**config.mk**
```make
export PLATFORM = sky130hd
export DESIGN_NAME = quadrature_encoder
export DESIGN_NICKNAME = d
export VERILOG_FILES = /design/src/rtl/quadrature_encoder.sv
export SDC_FILE = /design/constraint.sdc
export NUM_CORES = 1
export LEC_CHECK = 0
export ABC_AREA = 0
export CORE_ASPECT_RATIO = 1.4
export CORE_MARGIN = 2
export CORE_UTILIZATION = 30
export CTS_CLUSTER_SIZE = 25
export DETAILED_ROUTE_END_ITERATION = 8
export PLACE_DENSITY_LB_ADDON = 0.12
export SLEW_MARGIN = 20
export SYNTH_ARGS = -nofsm -noshare
export SYNTH_HDL_FRONTEND = slang
export SYNTH_SLANG_ARGS = --single-unit
```
**constraint.sdc**
```tcl
create_clock -name clk -period 5.99 [get_ports clk]
set_input_delay 1.198 -clock clk [delete_from_list [all_inputs] [get_ports clk]]
set_output_delay 1.198 -clock clk [all_outputs]
set_load 0.1 [all_outputs]
```
**src/rtl/quadrature_encoder.sv**
```systemverilog
// quadrature_encoder: emits N full A/B quadrature cycles per command, each phase held D+1 clocks,
// and mirrors the count a downstream quadrature decoder is expected to hold.
module quadrature_encoder #(
    parameter int STEP_WIDTH = 8,
    parameter int DIV_WIDTH  = 8,
    parameter int POS_WIDTH  = 8
) (
    input  logic                  clk,
    input  logic                  reset,
    input  logic                  cmd_valid,
    output logic                  cmd_ready,
    input  logic                  cmd_dir,
    input  logic [STEP_WIDTH-1:0] cmd_steps,
    input  logic [DIV_WIDTH-1:0]  phase_div,
    input  logic                  abort,
    output logic                  A,
    output logic                  B,
    output logic                  busy,
    output logic                  done,
    output logic [POS_WIDTH-1:0]  position
);
    typedef enum logic {IDLE, RUN} state_t;
    state_t                state;
    logic                  dir;
    logic                  abort_seen;
    logic [STEP_WIDTH-1:0] steps;
    logic [DIV_WIDTH-1:0]  div;
    logic [DIV_WIDTH-1:0]  div_cnt;
    logic [1:0]            phase;
    logic                  hold_end;
    logic                  stop;

    // Phase 0 is the leading-channel phase; phase 3 is the 00 rest that closes a step.
    function automatic logic [1:0] phase_ab(input logic [1:0] p, input logic d);
        return p == 2'd3 ? 2'b00 : p == 2'd1 ? 2'b11 : (p == 2'd0) == d ? 2'b01 : 2'b10;
    endfunction

    assign cmd_ready = state == IDLE && !reset;

    always_comb begin
        hold_end = div_cnt == div;
        stop     = steps == STEP_WIDTH'(1) || abort_seen || abort;
    end

    always_ff @(posedge clk) begin
        if (reset) begin
            state      <= IDLE;
            {A, B}     <= 2'b00;
            busy       <= 1'b0;
            done       <= 1'b0;
            position   <= '0;
            dir        <= 1'b0;
            abort_seen <= 1'b0;
            steps      <= '0;
            div        <= '0;
            div_cnt    <= '0;
            phase      <= '0;
        end else begin
            done <= 1'b0;
            if (state == IDLE) begin
                if (cmd_valid) begin
                    dir        <= cmd_dir;
                    steps      <= cmd_steps;
                    div        <= phase_div;
                    div_cnt    <= '0;
                    phase      <= '0;
                    abort_seen <= 1'b0;
                    if (cmd_steps == '0) begin
                        done <= 1'b1;
                    end else begin
                        state    <= RUN;
                        busy     <= 1'b1;
                        {A, B}   <= phase_ab(2'd0, cmd_dir);
                        position <= cmd_dir ? position + POS_WIDTH'(1) : position - POS_WIDTH'(1);
                    end
                end
            end else begin
                abort_seen <= abort_seen | abort;
                if (!hold_end) begin
                    div_cnt <= div_cnt + DIV_WIDTH'(1);
                end else begin
                    div_cnt <= '0;
                    if (phase != 2'd3) begin
                        phase  <= phase + 2'd1;
                        {A, B} <= phase_ab(phase + 2'd1, dir);
                    end else if (stop) begin
                        state <= IDLE;
                        busy  <= 1'b0;
                        done  <= 1'b1;
                    end else begin
                        steps    <= steps - STEP_WIDTH'(1);
                        phase    <= '0;
                        {A, B}   <= phase_ab(2'd0, dir);
                        position <= dir ? position + POS_WIDTH'(1) : position - POS_WIDTH'(1);
                    end
                end
            end
        end
    end
endmodule

```
Word-level counts from Yosys, hierarchy flattened
Cells that the tools add are included.

storage, ports and cells
  bits in registers = 41
  bits of input ports = 21
  output and inout bits = 13
  logic and storage cells = 102

cells by class
  add/sub/neg operators = 5
  eq/ne operators = 12
  muxes and demuxes = 58
  bitwise operators = 2
  reduce and logical (&&, ||, !) cells = 13

operators with widths
  operator             number
  $mux 8               16
  $mux 1               32
  $mux 2               10
  $add 8x1->8 const B  2
  $sub 8x1->8 const B  2
  $reduce_and 5->1     2
  $eq 8x1->1 const B   1
  $eq 8x8->1           1
  $logic_not 8->1      1
  $ne 2x2->1 const B   4
  $reduce_and 4->1     2
  $ne 2x1->1 const B   2
  $ne 3x2->1 const B   1
  $reduce_and 3->1     1
  $add 2x1->2 const B  1
  $eq 2x1->1 const B   1
  $eq 2x2->1 const B   1
  $logic_not 2->1      1
  $logic_or 1x1->1     2
  $reduce_and 2->1     1
  $reduce_bool 2->1    1
  $eq 1x1->1           1
  $logic_and 1x1->1    1
  $logic_not 1->1      1
  2 further kinds      2

Longest topological paths before layout
  depth in word-level cells = 9
  gate-level depth with buffers = 8
  gate-level depth less buffers = 7

Worst setup path after synthesis
Ideal clock, no wire load.

  kind = input-to-output
  start = input port reset
  end = output port cmd_ready
  arrival = 2.825 ns
  required time = 4.792 ns
  setup slack = 1.967 ns
  stages on the path = 3
  buffers on the path = 2
  cell sequence = clkbuf_1 clkbuf_1 nor2_1

on the way
  longest elaborated chain between the ends = 2

ends and longest elaborated chain
  item               RTL line  RTL
  start, declared    9         input logic reset,
  $logic_not 1->1    38        assign cmd_ready = state == IDLE && !reset;
  $logic_and 1x1->1  38
  end, declared      11        output logic cmd_ready,

No other way between the ends.

Final worst setup path
Ends and elaborated chain as after synthesis.

==> out/metrics.csv <==
metric,value,unit
Inst Count DP,403,
RSZ-0062 raised after global routing,no,
DR iter-0 viols,107,
global route overflow,0,
crit path launch,reset,
Area Growth Syn to Fin,21.4,%
hpwl dp,4390,um
post-layout net count,337,
Tcrit/Tclk final,60.6,%
wl on met1,2680,um
largest family of logic cells by synthesized area,compound AO/OA/AOI/OAI gates,
Via density,5.36,
first drt pass iteration count,6,
Worst-Skew Late Latency,0.29,ns
WP data required,4.79,ns
Core Box Area,0.00770,mm2
height of the die,109,um
CP Capture Type,output port,
Mean Syn Cell Area,8.32,um2
post-synthesis mux area share,3.93,%
CP Max Fanout,49,
max-cap violation count,0,
Period minus WS final,3.63,ns
H-Tree Depth,2,
clock tree buffer depth,2,
die footprint,0.00858,mm2
Post-Synth Adder-Cell Area,3.19,%
Tot GR Track Use,15.5,%
Die Wd,78.9,um
layout cells sized above 1,9.32,%
fraction of registers with async set/reset,0,%
DRC,0,
Initial Utilization,30.6,%
GP Congestion,0.761,
Compound-Gate Fraction of Synth Area,25.5,%
synthesized flop and latch total,41,
most frequent cell after synthesis,dfxtp_1,
top post-synthesis cells by count,"41 x dfxtp_1, 31 x a21oi_1, 25 x nand2_1, 24 x nor2_1, 10 x clkbuf_1",
status,finished clean,
# rows,38,
Power Density,265,mW/mm2
"Distinct cells, synth",57,
crit path launch type,input port,
Post-CTS Hold Fix Bufs,0,
Setup Crit Path Kind,in2out,
largest net degree at the start of global routing,50,
pin slew with the least headroom to its limit,0.962,ns
placed cell area,0.00276,mm2
Most used DFF post-synth,dfxtp_1,
Synth Area in Simple Gates,24.7,%
Port Buffer Count,33,
Final Instance Area,0.00286,mm2
"EDFF count, synth",0,
Syn Nets,310,
Final ANT Viol Nets,0,
clock-pin transition on the worst setup and hold timing paths,0.08,ns
wire length on met2,3150,um
highest clock rate,0.276,GHz
top sig layer,met4,
Synth area leader,dfxtp_1,
Yosys top cell area share,34.9,%
Clk Tree Root Cell,clkbuf_8,
Synth Instances,283,
total CTS buffers,5,
final setup vio count,0,
vias in the first global route,2152,
met3 WL post-DR,231,um
max-slew violation count,0,
largest cells by area after synthesis,"dfxtp_1 35%, a21oi_1 6.6%, nand2_1 4.0%, nor2_1 3.8%, xnor2_1 3.3%",
CTS tree,done,
setup TNS,0,ns
first-pass GRT wire length,10500,um
maximum vdd ir drop,94.3,uV
worst hold start,div[0]$_SDFFE_PP0P_,
vias,2203,
reg2reg start,state$_SDFF_PP0_,
Ant. Diodes,0,
xor/xnor share of the synthesized area,3.35,%
drt wl/cell,15.0,um
worst min path class,reg2reg,
post-route insts no fill,411,
Clock Skew,0.00814,ns
post-CTS setup buffers,0,
I/O pin total,34,
Final Hold Vio Count,0,
antenna violations before repair,0,
relative slew slack,35.6,%
fillers,851,
drt total wl,6170,um
warning count from the yosys run,0,
register area share after synthesis,34.9,%
Clock Sinks,41,
Leak Pwr,0.971,nW
Mapped Area,0.00235,mm2
Pwr Total,0.757,mW
# resized after CTS,0,
critical path arrival,2.43,ns
==> state kept, by name, indices dropped and copies added, names as in the netlist <==
| signal | count |
|---|---|
| done | 1 |
| state | 1 |
| A | 1 |
| position | 8 |
| abort_seen | 1 |
| steps | 8 |
| B | 1 |
| div | 8 |
| div_cnt | 8 |
| busy | 1 |
| dir | 1 |
| phase | 2 |
==> power by group <==
group	total [mW]	switching [mW]	internal, mW	leakage [nW]
registers	0.314	0.0227	0.292	0.335
clock network	0.204	0.0999	0.104	0.0542
logic	0.238	0.154	0.0841	0.581
==> placed cells by master, fill, tap and decap left out, types with 4 or more instances in the layout <==
| cell | n |
|---|---|
| a21oi_1 | 31 |
| a311oi_1 | 7 |
| and3_1 | 5 |
| buf_4 | 5 |
| clkbuf_8 | 7 |
| clkdlybuf4s50_1 | 32 |
| dfxtp_1 | 41 |
| ha_1 | 6 |
| inv_1 | 6 |
| mux2i_1 | 4 |
| nand2_1 | 25 |
| nand2b_1 | 9 |
| nand3_1 | 9 |
| nand4_1 | 4 |
| nor2_1 | 24 |
| nor3_1 | 8 |
| o21ai_0 | 7 |
| o31ai_1 | 5 |
| o32ai_1 | 5 |
| or4_1 | 6 |
| xnor2_1 | 9 |
==> routing by layer <==
| layer | vias up | GRT usage, % |
|---|---|---|
| met5 | - | 0 |
| met4 | 0 | 5.05 |
| met3 | 8 | 2.65 |
| met2 | 47 | 28.8 |
| met1 | 1032 | 17.9 |
| li1 | 1116 | - |
==> worst paths after layout <==
kind,cells after the start,to,slack [ns]
worst max-delay path,4,cmd_ready,2.36
worst min-delay path,2,div[0]$_SDFFE_PP0P_,0.47
worst max register to register,5,div_cnt[7]$_SDFFE_PP0N_,3.63
worst min register to register,2,div[0]$_SDFFE_PP0P_,0.47
==> stage by stage <==
stage	hold slack [ns]	setup slack, ns	utilization, %
4_1_cts	0.476	2.34	37.1
3_5_place_dp	0.465	2.35	35.8
3_3_place_gp	0.462	2.35	35.8
2_1_floorplan	0.450	1.97	-
5_1_grt	0.510	2.27	37.1
6_report	0.473	2.36	37.1
==> critical path, stage by stage <==
cell             delay, ns
clkdlybuf4s50_1       0.46
buf_4                 0.43
nor2_1                0.08
buf_4                 0.25
==> final cells by class <==
cell class                 count  area [um2]  share of cell area (%)
timing repair buffer          37         358                    12.5
clock inverter                 1        5.00                   0.175
multi-input combinational    218        1430                    49.9
inverter                       7        26.3                   0.919
sequential                    41         821                    28.7
tap                          100         125                    4.38
clock buffer                   7        96.3                    3.37
==> cells by family after synthesis <==
kind of cell / Yosys count
AOI/OAI and AO/OA: 85
xor gates and xnor gates: 9
adders and majority gates: 6
buffers and inverters: 24
DFF: 41
muxes: 8
and+or+nand+nor: 110
Note: power is estimated with default switching activity, not from simulation.
